===== config.mk =====
export PLATFORM = sky130hd
export DESIGN_NAME = wshb_arbiter
export DESIGN_NICKNAME = d
export VERILOG_FILES = /design/src/rtl/wshb_arbiter.sv
export SDC_FILE = /design/constraint.sdc
export NUM_CORES = 1
export LEC_CHECK = 0
export BUFFER_PORTS_ARGS = -buffer_cell sky130_fd_sc_hd__buf_2
export CORE_AREA = 2 2 130 132
export CTS_BUF_LIST = sky130_fd_sc_hd__clkbuf_8 sky130_fd_sc_hd__clkbuf_16
export DETAILED_ROUTE_END_ITERATION = 8
export DIE_AREA = 0 0 132 134
export PLACE_DENSITY = 0.45
export SLEW_MARGIN = 20
export SYNTH_ARGS = -nofsm -noshare
export SYNTH_HDL_FRONTEND = slang
export SYNTH_SLANG_ARGS = --single-unit

===== constraint.sdc =====
create_clock -name sys_clk -period 1.4 [get_ports sys_clk]
set_input_delay 0.14 -clock sys_clk [delete_from_list [all_inputs] [get_ports sys_clk]]
set_output_delay 0.14 -clock sys_clk [all_outputs]
set_load 0.005 [all_outputs]

===== src/rtl/wshb_arbiter.sv =====
// Two-master Wishbone arbiter in front of the single SDRAM slave port.
// Master 0 is the image writer and master 1 is the VGA frame reader.
// Grants are round-robin and last for a whole bus cycle (cyc high).
// Exactly one idle cycle separates two owners.
// The datapath and the response routing are decoded combinationally from the registered state.
module wshb_arbiter #(
  parameter int ADR_W      = 32,
  parameter int DATA_BYTES = 4
) (
  input  logic                    sys_clk,
  input  logic                    sys_rst,
  // master 0 (image writer)
  input  logic                    m0_cyc,
  input  logic                    m0_stb,
  input  logic                    m0_we,
  input  logic [ADR_W-1:0]        m0_adr,
  input  logic [8*DATA_BYTES-1:0] m0_dat_ms,
  input  logic [DATA_BYTES-1:0]   m0_sel,
  input  logic [2:0]              m0_cti,
  input  logic [1:0]              m0_bte,
  output logic                    m0_ack,
  output logic                    m0_err,
  output logic                    m0_rty,
  output logic [8*DATA_BYTES-1:0] m0_dat_sm,
  // master 1 (VGA reader)
  input  logic                    m1_cyc,
  input  logic                    m1_stb,
  input  logic                    m1_we,
  input  logic [ADR_W-1:0]        m1_adr,
  input  logic [8*DATA_BYTES-1:0] m1_dat_ms,
  input  logic [DATA_BYTES-1:0]   m1_sel,
  input  logic [2:0]              m1_cti,
  input  logic [1:0]              m1_bte,
  output logic                    m1_ack,
  output logic                    m1_err,
  output logic                    m1_rty,
  output logic [8*DATA_BYTES-1:0] m1_dat_sm,
  // SDRAM slave side
  output logic                    s_cyc,
  output logic                    s_stb,
  output logic                    s_we,
  output logic [ADR_W-1:0]        s_adr,
  output logic [8*DATA_BYTES-1:0] s_dat_ms,
  output logic [DATA_BYTES-1:0]   s_sel,
  output logic [2:0]              s_cti,
  output logic [1:0]              s_bte,
  input  logic                    s_ack,
  input  logic                    s_err,
  input  logic                    s_rty,
  input  logic [8*DATA_BYTES-1:0] s_dat_sm,
  // current owner, one-hot, 00 = bus idle
  output logic [1:0]              gnt
);

  typedef enum logic [1:0] {
    ST_IDLE = 2'b00,
    ST_GNT0 = 2'b01,
    ST_GNT1 = 2'b10
  } state_t;

  state_t state_r;
  state_t state_s;
  // last_r = 1'b1 means master 1 was the most recent owner, so master 0 wins the next tie
  logic   last_r;
  logic   last_s;

  // State and round-robin history registers; reset abandons any in-flight cycle
  always_ff @(posedge sys_clk) begin
    if (sys_rst) begin
      state_r <= ST_IDLE;
      last_r  <= 1'b1;
    end else begin
      state_r <= state_s;
      last_r  <= last_s;
    end
  end

  // Next-state logic: grant from IDLE only, release when the owner drops cyc
  always_comb begin
    state_s = state_r;
    last_s  = last_r;
    case (state_r)
      ST_IDLE: begin
        if (m0_cyc && (!m1_cyc || last_r)) begin
          state_s = ST_GNT0;
        end else if (m1_cyc) begin
          state_s = ST_GNT1;
        end else begin
          state_s = ST_IDLE;
        end
      end
      ST_GNT0: begin
        if (m0_cyc) begin
          state_s = ST_GNT0;
        end else begin
          state_s = ST_IDLE;
          last_s  = 1'b0;
        end
      end
      ST_GNT1: begin
        if (m1_cyc) begin
          state_s = ST_GNT1;
        end else begin
          state_s = ST_IDLE;
          last_s  = 1'b1;
        end
      end
      default: begin
        // unreachable encoding: recover to IDLE
        state_s = ST_IDLE;
        last_s  = last_r;
      end
    endcase
  end

  // Bus multiplexer and response gating decoded from the registered owner
  always_comb begin
    gnt      = 2'b00;
    s_cyc    = 1'b0;
    s_stb    = 1'b0;
    s_we     = 1'b0;
    s_adr    = {ADR_W{1'b0}};
    s_dat_ms = {(8*DATA_BYTES){1'b0}};
    s_sel    = {DATA_BYTES{1'b0}};
    s_cti    = 3'b000;
    s_bte    = 2'b00;
    m0_ack   = 1'b0;
    m0_err   = 1'b0;
    m0_rty   = 1'b0;
    m1_ack   = 1'b0;
    m1_err   = 1'b0;
    m1_rty   = 1'b0;
    case (state_r)
      ST_GNT0: begin
        gnt      = 2'b01;
        s_cyc    = m0_cyc;
        s_stb    = m0_stb;
        s_we     = m0_we;
        s_adr    = m0_adr;
        s_dat_ms = m0_dat_ms;
        s_sel    = m0_sel;
        s_cti    = m0_cti;
        s_bte    = m0_bte;
        m0_ack   = s_ack;
        m0_err   = s_err;
        m0_rty   = s_rty;
      end
      ST_GNT1: begin
        gnt      = 2'b10;
        s_cyc    = m1_cyc;
        s_stb    = m1_stb;
        s_we     = m1_we;
        s_adr    = m1_adr;
        s_dat_ms = m1_dat_ms;
        s_sel    = m1_sel;
        s_cti    = m1_cti;
        s_bte    = m1_bte;
        m1_ack   = s_ack;
        m1_err   = s_err;
        m1_rty   = s_rty;
      end
      default: begin
        // IDLE and unreachable encodings: bus quiet, no responses routed
        gnt = 2'b00;
      end
    endcase
  end

  // Read data is broadcast; only the owner gets ack, so the other master ignores it
  assign m0_dat_sm = s_dat_sm;
  assign m1_dat_sm = s_dat_sm;

endmodule

---- After elaboration in Yosys (flattened, before gate mapping) ----
Index checks and enable logic that the tools add are counted.
word-level totals
  register bits ........................... 3
  latch bits .............................. 0
  memory bits (writable) .................. 0
  bits in read-only memories .............. 0
  input bits .............................. 189
  output and inout port bits .............. 148
  memories kept ........................... 0
operators by class
  add/subtract/negate cells ............... 0
  multipliers ............................. 0
  div/mod/pow operators ................... 0
  $lt $le $gt $ge ......................... 0
  equality and inequality tests ........... 4
  shift-type cells ........................ 0
  muxes and demuxes ....................... 22
  bitwise logic cells ..................... 0
  reductions and logical operators ........ 6
operators with widths
  operator                                                         count
  32-bit one-hot mux with 2 select lines                           2
  1-bit two-way mux                                                9
  1-bit one-hot mux with 2 select lines                            4
  2-bit one-hot mux with 2 select lines                            2
  4-bit one-hot mux with 2 select lines                            1
  2-bit one-hot mux with 3 select lines                            1
  3-bit one-hot mux with 2 select lines                            1
  2-bit two-way mux                                                2
  2-bit inequality test, second input constant                     2
  3-bit AND reduction                                              1
  2-bit by 1-bit == test with 1-bit output, second input constant  1
  2-bit == test, second input constant                             1
  2-bit zero test                                                  1
  2-bit nonzero test                                               1
  1-bit logical AND                                                1
  1-bit zero test                                                  1
  1-bit logical OR                                                 1

---- Logic depth before layout (Yosys ltp) ----
Gate-level depths: netlist of run 1.
  depth in word-level cells ............... 5
  gate-level depth with buffers ........... 7

---- Worst setup path after synthesis of run 1 ----
No wires, ideal clock.
  kind .................................... register to output
  start ................................... reg state_r[0]
  end ..................................... out s_adr[0]
  arrival time ............................ 1.171 ns
  required time ........................... 1.260 ns
  slack ................................... 0.089 ns
  cell stages (with the launch flop) ...... 6
  buffers on the path ..................... 2
  cell sequence ........................... dfxtp_1 -> inv_1 -> ha_1 -> buf_4 -> buf_2 -> nor2b_1
between the ends
  word-level cells in the longest chain between the ends .. 2
  elaborated cells between the ends (all ways) .. 3
  those cells by class .................... 2 x eq/ne; 1 x mux
ends and longest elaborated chain
  item                                                                              RTL line  source
  from (decl)                                                                       61        state_t state_r;
  from (signal assigned)                                                            73        state_r <= state_s;
  2-bit == test / 2-bit by 1-bit == test with 1-bit output (equally long branches)  133       case (state_r)
  32-bit one-hot mux with 2 select lines (*)                                        133
  to (decl)                                                                         42        output logic [ADR_W-1:0] s_adr,
Mark *: on every way between the ends. The rest lies on a longest branch, timed or not.

---- Final worst setup path of run 1 ----
  start ................................... reg state_r[1]
  end ..................................... out s_dat_ms[19]
between the ends
  word-level cells in the longest chain between the ends .. 2
  elaborated cells between the ends (all ways) .. 3
  those cells by class .................... 2 x eq/ne; 1 x mux
ends and longest elaborated chain
  item                                                                              RTL line  source
  2-bit == test / 2-bit by 1-bit == test with 1-bit output (equally long branches)  133
  32-bit one-hot mux with 2 select lines (*)                                        133
  to (decl)                                                                         43        output logic [8*DATA_BYTES-1:0] s_dat_ms,
Marked as above.

==> summary.md, run 1 <==
### Setup path
• **type of the worst setup path** register to primary output
• **Worst Path Arrival** 1.55 ns
• **critical path required time** 1.26 ns
• **Critical Path End Type** primary output
• **launch point of the worst reg-to-reg path** state_r[1]$_SDFF_PP0_
• **startpoint class of the critical path** register
• **crit-path max FO** 9
• **worst setup path startpoint** state_r[1]$_SDFF_PP0_

### Timing
• **final number of setup-violating endpoints** 82
• **worst clock skew on the final layout** 0.00157 ns
• **post-route setup slack** -0.288 ns
• **share of the clock period used by the worst path** 121%
• **post-layout min period** 1.69 ns
• **slew at the pin closest to its max-slew limit** 0.262 ns
• **setup repair after global routing missed its margin** yes
• **TNS Setup** -16.75 ns
• **final-report max-slew violation count** 0
• **number of hold-slack violations in the final timing report** 0
• **worst slew slack as a fraction of its limit** 82.5%
• **achievable clock frequency** 592 MHz

### Detailed routing
• **post-DR vias/cell** 4.07
• **overall routed net length** 11100 µm
• **Final ANT Viol Nets** 0
• **first drt pass iteration count** 4
• **post-detailed-route wirelength per cell** 16.0 µm
• **DRC violations left** 0
• **via total after detailed routing** 2819
• **starting DRC count in detailed routing** 74

### CTS
• **number of hold buffers added after cts** 0
• **CTS Root Buffer Type** sky130_fd_sc_hd__clkbuf_16
• **Skew-Pair Late Insertion Delay** 0.22 ns
• **number of sinks driven by the clock tree** 3
• **clock buffer count from CTS** 3
• **H-tree Lvls** 1
• **maximum buffer depth of the clock tree** 2
• **CTS tree** done
• **clock-pin slew on the worst setup and hold paths** 0.03 ns

### Logic synthesis
• **average footprint of a synthesized cell** 7.22 µm²
• **synthesized area** 0.00195 mm²
• **unique cell type count in the Yosys netlist** 16
• **syn_nets** 464
• **flip-flop and latch count after synthesis** 3
• **gate count of the mapped netlist** 270
• **sequential element share of the synthesized area** 3.08%
• **synthesis warning total** 0

### Placed design
• **weighted congestion reported at the end of routability-driven placement** 0.746
• **cell total after placement** 665
• **worst slack, placed** -0.105 ns
• **placed wire-length estimate after detailed placement** 7490 µm
• **input/output buffers** 240

### Global route
• **wire length of the first global-routing pass** 13400 µm
• **total global routing overflow** 0
• **met1 Resource Use GR** 9.00%
• **Global Route met3 Usage** 2.61%
• **largest net degree at the start of global routing** 38
• **overall routing resource usage** 9.36%
• **met2 Resource Use GR** 19.2%
• **vias in the first global route** 2618
• **number of antenna violations at the first check in global routing** 1
• **routing layer with the top usage in global route** met2

### Pwr
• **Final Total Pwr** 2.05 mW
• **largest voltage drop on the vdd net** 0.000417 V
• **power per cell area** 506 mW/mm²
• **leakage** 1.83 nW

### Layout
• **ratio of cells with drive above 1 in the final layout** 80.1%
• **post-synthesis to final-layout area growth** 108%
• **fill cell instance count of the final layout** 1784
• **sequential cell area in the final layout** 67.6 µm²
• **fin nets** 667
• **core utilization of the finished layout** 24.9%
• **multi-input combinational cell area** 0.00166 mm²
• **number of standard cells in the layout, taps in and fillers out** 693
• **most common cell after layout, fill and taps aside** sky130_fd_sc_hd__buf_2
• **commonest non-fill, non-tap cells in the layout** sky130_fd_sc_hd__buf_2 (238), sky130_fd_sc_hd__nor2b_1 (64), sky130_fd_sc_hd__a22oi_2 (60), sky130_fd_sc_hd__a22oi_1 (16), sky130_fd_sc_hd__buf_4 (15)

### Run status
• **violations in the final reports** setup timing
• **status** complete, but fails checks

### Hold path
• **critical hold path startpoint** sys_rst
• **Hold WC Path Type** input pin to register

### Floorplan
• **Total Die Area** 0.0177 mm²
• **count of boundary I/O pins** 337
• **core area** 0.0163 mm²
• **placement row count** 47
• **die height** 134 µm
• **Die X-Extent** 132 µm
• **effective utilization at floorplan** 12.0%

### Run
• **max-capacitance violation count** 0

## through the flow
step / hold slack, ns / instance area, µm²
finish: 0.129 / 4050
global route: 0.139 / 4050
CTS: 0.132 / 3370
detailed placement: 0.280 / 3100
global placement: 0.280 / 3100
floorplan: 0.214 / 1950
## what timing repair did
item | 4_1_cts | 5_1_grt
pin swaps | 2 | 9
setup buffers | 0 | 11
gates cloned | 1 | 11
resized for setup | 36 | 76
endpoints found under the setup margin | 83 | 84
## cells in the mapped netlist (all sizes together)
master  number  area, µm²
clkbuf       3       11.3
buf         88        644
ha           5       62.6
nor2b       76        475
a21oi        4       20.0
a22oi       76        571
and2         6       37.5
nor4b        2       30.0
nand2b       2       12.5
inv          2       7.51
nand2        1       3.75
dfxtp        3       60.1
o21bai       1       11.3
nor2         1       3.75
## registers in the layout, indices dropped and copies added, names as in the netlist
signal / count
last_r: 1
state_r: 2
## final timing paths
kind	to	slack, ns	cells past startpoint
setup / recovery	s_dat_ms[19]	-0.29	6
hold / removal	state_r[0]$_SDFF_PP0_	0.13	2
setup reg to reg	last_r$_SDFFE_PP1P_	0.01	8
hold reg to reg	last_r$_SDFFE_PP1P_	0.56	2
## worst max-delay path: stages, from the launching register on
cell and delay, ns:
sky130_fd_sc_hd__dfxtp_4 0.37, sky130_fd_sc_hd__inv_4 0.05, sky130_fd_sc_hd__ha_4 0.33, sky130_fd_sc_hd__buf_12 0.15, sky130_fd_sc_hd__buf_6 0.14, sky130_fd_sc_hd__nor2b_1 0.15
sky130_fd_sc_hd__buf_2 0.13
## cell type report
type                            count  share of cell area, %
Multi-Input combinational cell    174                   40.9
Clock buffer                        3                   1.85
Tap cell                          220                   6.79
Timing Repair Buffer              289                   48.3
Sequential cell                     3                   1.67
Inverter                            2                  0.309
Antenna cell                        1                 0.0618
Clock inverter                      1                 0.0926
## where the power goes
group	total [mW]	switching [mW]	internal, mW	leakage, nW
combinational	1.50	0.621	0.878	1.76
sequential	0.104	0.0107	0.0929	0.0261
clock	0.447	0.0787	0.368	0.0423
total	2.05	0.711	1.34	1.83
## per-layer routing
| layer | part of all wire, % | routed length [µm] |
|---|---|---|
| met5 | 0 | 0 |
| met4 | 2.6 | 290 |
| met3 | 7.7 | 861 |
| met2 | 55 | 6140 |
| met1 | 34 | 3830 |
## logic make-up after synthesis
family,count (synthesis),share of synthesized area (%)
buf+inv,93,34.0
simple gates,88,28.9
fa+ha+maj,5,3.21
flops,3,3.08
compound gates,81,30.9
No activity file was read; power rests on OpenSTA's default activity.
==> run 2: changes to the inputs <==
CTS_BUF_LIST = sky130_fd_sc_hd__clkbuf_8   (was sky130_fd_sc_hd__clkbuf_8 sky130_fd_sc_hd__clkbuf_16)
==> run 2 against run 1 <==
Against the previous run:
- the run still ends with setup timing left
- global-route usage rose by 0.30 points
- via count is 3.5% lower
- register-to-register slack worse by 0.05 ns
- critical endpoint is now s_adr[12]
==> summary.md, run 2 (same netlist as run 1, synthesis figures left out) <==
### Global route
• **vias in the first global route** 2650
• **Global Route met3 Usage** 2.57%
• **largest net degree at the start of global routing** 38
• **number of antenna violations at the first check in global routing** 1
• **total global routing overflow** 0
• **met1 Resource Use GR** 9.32%
• **met2 Resource Use GR** 19.8%
• **routing layer with the top usage in global route** met2
• **wire length of the first global-routing pass** 13800 µm
• **overall routing resource usage** 9.66%

### Timing
• **number of hold-slack violations in the final timing report** 0
• **worst clock skew on the final layout** 0.00546 ns
• **final number of setup-violating endpoints** 83
• **share of the clock period used by the worst path** 117%
• **post-route setup slack** -0.240 ns
• **final-report max-slew violation count** 0
• **setup repair after global routing missed its margin** yes
• **achievable clock frequency** 610 MHz
• **worst slew slack as a fraction of its limit** 85.2%
• **TNS Setup** -14.30 ns
• **post-layout min period** 1.64 ns
• **slew at the pin closest to its max-slew limit** 0.223 ns

### Placed design
• **input/output buffers** 240
• **placed wire-length estimate after detailed placement** 7490 µm
• **weighted congestion reported at the end of routability-driven placement** 0.746
• **placement-stage cell area** 0.00310 mm²
• **cell total after placement** 665

### Setup path
• **startpoint class of the critical path** register
• **crit-path cells** inv_4 -> ha_4 -> buf_12 -> buf_12 -> a22oi_2 -> nor2b_1 -> buf_2
• **cell type with the highest occurrence count on the critical path** sky130_fd_sc_hd__buf_12
• **crit-path max FO** 16
• **type of the worst setup path** register to primary output
• **critical path required time** 1.26 ns
• **maximum cell stage delay along the critical path** 0.37 ns
• **Reg2Reg Setup Slack** -0.04 ns
• **kind of cell adding the most delay to the critical path** buffers and inverters
• **slowest CP cell** sky130_fd_sc_hd__dfxtp_4
• **total buffers and inverters traversed by the critical path** 4
• **Worst Path Arrival** 1.50 ns
• **launch point of the worst reg-to-reg path** state_r[1]$_SDFF_PP0_
• **Worst Reg-to-Reg Cells** 7
• **end of the worst register-to-register path** last_r$_SDFFE_PP1P_
• **Critical Path End Type** primary output

### Pwr
• **power share of the sequential group** 6.4%
• **combinational power share** 78.3%
• **Pint** 1.01 mW
• **fraction of power consumed by the clock network** 15.4%
• **leakage** 1.69 nW
• **power per cell area** 431 mW/mm²
• **fraction of power spent switching nets** 37.6%
• **net switching power of the design** 611 µW
• **largest voltage drop on the vdd net** 0.000289 V

### Layout
• **ratio of cells with drive above 1 in the final layout** 79.6%
• **biggest registers after layout** state_r x2, last_r x1
• **post-synthesis to final-layout area growth** 93.1%
• **number of flip-flops in the largest register** 2
• **Most flops, register** state_r
• **most common cell after layout, fill and taps aside** sky130_fd_sc_hd__buf_2
• **commonest non-fill, non-tap cells in the layout** sky130_fd_sc_hd__buf_2 (236), sky130_fd_sc_hd__nor2b_1 (65), sky130_fd_sc_hd__a22oi_2 (61), sky130_fd_sc_hd__a22oi_1 (15), sky130_fd_sc_hd__buf_6 (13)
• **final standard cell area without fillers** 0.00377 mm²
• **number of standard cells in the layout, taps in and fillers out** 678
• **fin nets** 652
• **core utilization of the finished layout** 23.1%

### CTS
• **maximum buffer depth of the clock tree** 2
• **Skew-Pair Late Insertion Delay** 0.22 ns
• **number of hold buffers added after cts** 0
• **clock-pin slew on the worst setup and hold paths** 0.04 ns
• **H-tree Lvls** 1
• **CTS tree** done
• **clock buffer count from CTS** 3
• **CTS Root Buffer Type** sky130_fd_sc_hd__clkbuf_8
• **number of sinks driven by the clock tree** 3

### Floorplan
• **Die X-Extent** 132 µm
• **Total Die Area** 0.0177 mm²
• **core area** 0.0163 mm²
• **count of boundary I/O pins** 337
• **placement row count** 47
• **die height** 134 µm
• **effective utilization at floorplan** 12.0%

### Detailed routing
• **starting DRC count in detailed routing** 83
• **DRC violations left** 0
• **post-DR vias/cell** 4.01
• **post-detailed-route wirelength per cell** 14.5 µm
• **via total after detailed routing** 2720
• **Final ANT Viol Nets** 0
• **first drt pass iteration count** 4
• **overall routed net length** 9800 µm

### Hold path
• **end point of the most critical hold path** state_r[0]$_SDFF_PP0_
• **hold path cells** 2
• **Hold WC Path Type** input pin to register
• **critical hold path startpoint** sys_rst

### Run status
• **status** complete, but fails checks
• **violations in the final reports** setup timing

### Run
• **max-capacitance violation count** 0

-- run 2: worst reg2reg max path, stage by stage (launching register included) --
cell and delay (ns):
sky130_fd_sc_hd__dfxtp_4 0.35, sky130_fd_sc_hd__inv_4 0.08, sky130_fd_sc_hd__ha_4 0.19, sky130_fd_sc_hd__bufbuf_16 0.30, sky130_fd_sc_hd__buf_4 0.13, sky130_fd_sc_hd__nand2b_1 0.07, sky130_fd_sc_hd__a21oi_2 0.14, sky130_fd_sc_hd__o21bai_2 0.07
-- run 2: layout make-up --
class | count | area (µm²)
Multi-Input combinational cell | 174 | 1620
Clock inverter | 1 | 3.75
Timing Repair Buffer | 274 | 1750
Inverter | 2 | 12.5
Sequential cell | 3 | 67.6
Antenna cell | 1 | 2.50
Tap cell | 220 | 275
Clock buffer | 3 | 41.3
Fill cell | 1811 | 12500
-- run 2: per-layer routing --
layer  wire length [µm]  vias up
met4                276        0
met2               5430      191
met1               3240     1245
met3                847       18
met5                  0        -
li1                   -     1266
-- run 2: power groups by stage --
stage	sequential [mW]	combinational [mW]	clock [mW]
6_report	0.103	1.27	0.250
5_1_grt	0.105	1.37	0.267
4_1_cts	0.103	1.16	0.255
3_5_place_dp	0.100	0.969	0
3_3_place_gp	0.100	0.976	0
2_1_floorplan	0.0997	0.605	0
-- run 2: worst max path at each step --
stage                     startpoint           end  cells past startpoint
6_report       state_r[0]$_SDFF_PP0_     s_adr[12]                      7
5_1_grt        state_r[0]$_SDFF_PP0_  s_dat_ms[15]                      7
4_1_cts        state_r[1]$_SDFF_PP0_     s_adr[17]                      6
3_5_place_dp   state_r[1]$_SDFF_PP0_     s_adr[28]                      5
3_3_place_gp   state_r[1]$_SDFF_PP0_     s_adr[28]                      5
2_1_floorplan  state_r[0]$_SDFF_PP0_      s_adr[0]                      5
-- run 2: what timing repair did --
item                       4_1_cts  5_1_grt
setup buffers                    3        1
gates cloned                     2        2
setup endpoints to repair       83       84
pin swaps                        2        5
resized for setup               54       52
-- run 2: per-stage QoR --
step	hold WS [ns]	setup WS, ns	total power, mW
finish	0.133	-0.240	1.63
global route	0.133	-0.299	1.74
CTS	0.131	-0.224	1.52
detailed placement	0.280	-0.105	1.07
global placement	0.280	-0.0922	1.08
floorplan	0.214	0.0891	0.704
==> run 3: changes to the inputs <==
CORE_AREA = 2 2 131 133   (was 2 2 130 132)
DIE_AREA = 0 0 133 135   (was 0 0 132 134)
PLACE_DENSITY = 0.46   (was 0.45)
clock period = 1.35 ns   (was 1.4 ns; I/O delays follow)
==> run 3 against run 2 <==
Against the previous run:
- the run still ends with setup timing left
- non-clock buffer count is 3 higher
- highest routed layer is now met5
- clock skew is 0.0049 ns lower
- first-iteration DRC count is 46% lower
- sequential share of layout area hardly changed
- cell count is 0.44% higher
- hold slack worse by 0.0049 ns
- final area is 0.50% higher
- die area is 1.5% higher
- routed wire length is 6.1% higher
- largest power group unchanged
- critical endpoint is now s_adr[6]
- power is 6.0% higher
- clock-buffer cell count stayed put
- combinational power is 6% higher
==> summary.md, run 3 (same netlist as run 1, synthesis figures left out) <==
### Setup path
• **total number of cells along the worst setup path** 5
• **critical path required time** 1.22 ns
• **startpoint class of the critical path** register
• **crit-path max FO** 19
• **Critical Path End Type** primary output
• **crit-path cells** inv_4 -> ha_4 -> clkbuf_16 -> nor2b_1 -> buf_2
• **maximum cell stage delay along the critical path** 0.37 ns
• **Worst Path Arrival** 1.50 ns
• **total buffers and inverters traversed by the critical path** 3
• **Worst Reg-to-Reg Cells** 7
• **kind of cell adding the most delay to the critical path** buffers and inverters
• **type of the worst setup path** register to primary output
• **slowest CP cell** sky130_fd_sc_hd__dfxtp_4

### Pwr
• **power per cell area** 455 mW/mm²
• **Final Total Pwr** 1.72 mW
• **leakage** 1.71 nW
• **largest voltage drop on the vdd net** 0.000476 V

### Detailed routing
• **via total after detailed routing** 2702
• **Final ANT Viol Nets** 0
• **DRC violations left** 0
• **post-DR vias/cell** 3.97
• **post-detailed-route wirelength per cell** 15.3 µm
• **starting DRC count in detailed routing** 45
• **overall routed net length** 10400 µm
• **first drt pass iteration count** 4

### Hold path
• **hold path cells** 2
• **Hold WC Path Type** input pin to register

### CTS
• **number of sinks driven by the clock tree** 3
• **maximum buffer depth of the clock tree** 2
• **H-tree Lvls** 1
• **CTS tree** done
• **clock buffer count from CTS** 3
• **Skew-Pair Late Insertion Delay** 0.22 ns
• **number of hold buffers added after cts** 0
• **clock-pin slew on the worst setup and hold paths** 0.03 ns
• **CTS Root Buffer Type** sky130_fd_sc_hd__clkbuf_8

### Placed design
• **weighted congestion reported at the end of routability-driven placement** 0.720
• **placed wire-length estimate after detailed placement** 7670 µm
• **input/output buffers** 240

### Floorplan
• **effective utilization at floorplan** 11.9%
• **Total Die Area** 0.0180 mm²
• **placement row count** 47
• **die height** 135 µm
• **Die X-Extent** 133 µm
• **core area** 0.0164 mm²
• **count of boundary I/O pins** 337

### Layout
• **commonest non-fill, non-tap cells in the layout** sky130_fd_sc_hd__buf_2 (237), sky130_fd_sc_hd__nor2b_1 (65), sky130_fd_sc_hd__a22oi_2 (57), sky130_fd_sc_hd__a22oi_1 (19), sky130_fd_sc_hd__buf_6 (14)
• **ratio of cells with drive above 1 in the final layout** 78.7%
• **number of flip-flops in the largest register** 2
• **biggest registers after layout** state_r x2, last_r x1
• **multi-input combinational cell area** 0.00161 mm²
• **most common cell after layout, fill and taps aside** sky130_fd_sc_hd__buf_2
• **fin nets** 655
• **core utilization of the finished layout** 23.1%
• **post-synthesis to final-layout area growth** 94.1%
• **fill cell instance count of the final layout** 1835
• **sequential cell area in the final layout** 67.6 µm²
• **Most flops, register** state_r

### Global route
• **vias in the first global route** 2617
• **Global Route met3 Usage** 2.78%
• **overall routing resource usage** 9.57%
• **met2 Resource Use GR** 19.6%
• **number of antenna violations at the first check in global routing** 2
• **met1 Resource Use GR** 9.22%
• **largest net degree at the start of global routing** 39
• **total global routing overflow** 0
• **wire length of the first global-routing pass** 13700 µm
• **routing layer with the top usage in global route** met2

### Timing
• **achievable clock frequency** 612 MHz
• **share of the clock period used by the worst path** 121%
• **final number of setup-violating endpoints** 83
• **worst clock skew on the final layout** 0.000612 ns
• **worst slew slack as a fraction of its limit** 83.7%
• **post-layout min period** 1.63 ns
• **slew at the pin closest to its max-slew limit** 0.245 ns
• **number of hold-slack violations in the final timing report** 0
• **post-route setup slack** -0.283 ns
• **final-report max-slew violation count** 0
• **setup repair after global routing missed its margin** yes

### Run
• **max-capacitance violation count** 0

### Run status
• **violations in the final reports** setup timing
• **status** complete, but fails checks

-- run 3: cell count changes in the layout (fill, tap and decap cells not counted), sizes merged --
cell / delta
buf: +1
clkbuf: +2
-- run 3: stage by stage --
step	setup TNS, ns	area [µm²]	setup slack, ns	cells	hold slack [ns]
global placement	-5.11	3080	-0.145	666	0.270
floorplan	0	1950	0.0441	270	0.209
CTS	-19.87	3510	-0.290	674	0.119
detailed placement	-6.29	3080	-0.195	666	0.270
finish	-19.68	3790	-0.283	681	0.128
global route	-25.44	3780	-0.362	680	0.151
-- run 3: layer usage --
layer / up-vias / wire [µm]
li1: 1263 / -
met1: 1229 / 3600
met4: 2 / 205
met3: 19 / 1020
met2: 189 / 5560
met5: - / 13
-- run 3: final timing paths --
kind | startpoint | endpoint | slack (ns)
min | sys_rst | state_r[0]$_SDFF_PP0_ | 0.13
max | state_r[1]$_SDFF_PP0_ | s_adr[6] | -0.28
min reg2reg | last_r$_SDFFE_PP1P_ | last_r$_SDFFE_PP1P_ | 0.58
max reg2reg | state_r[1]$_SDFF_PP0_ | last_r$_SDFFE_PP1P_ | 0
-- run 3: power breakdown --
| part | total (mW) | switching (mW) | internal [mW] | leakage [nW] |
|---|---|---|---|---|
| Combinational | 1.35 | 0.578 | 0.775 | 1.66 |
| Sequential | 0.108 | 0.0113 | 0.0963 | 0.0261 |
| Clock | 0.262 | 0.0681 | 0.194 | 0.0269 |
| Total | 1.72 | 0.658 | 1.07 | 1.71 |
-- run 3: what timing repair did --
action,CTS,global route
cloned,2,4
setup buffers,2,2
endpoints found under the setup margin,83,84
gates resized for setup,70,32
pin swaps,2,1
-- run 3: final cells by class --
type,count,share of cell area (%)
flip-flops and latches,3,1.78
well taps,220,7.27
inverters,2,0.330
repair buffers,277,46.9
clock buffers,3,1.09
multi-input cells,174,42.5
clock inverters,1,0.0991
diodes,1,0.0661
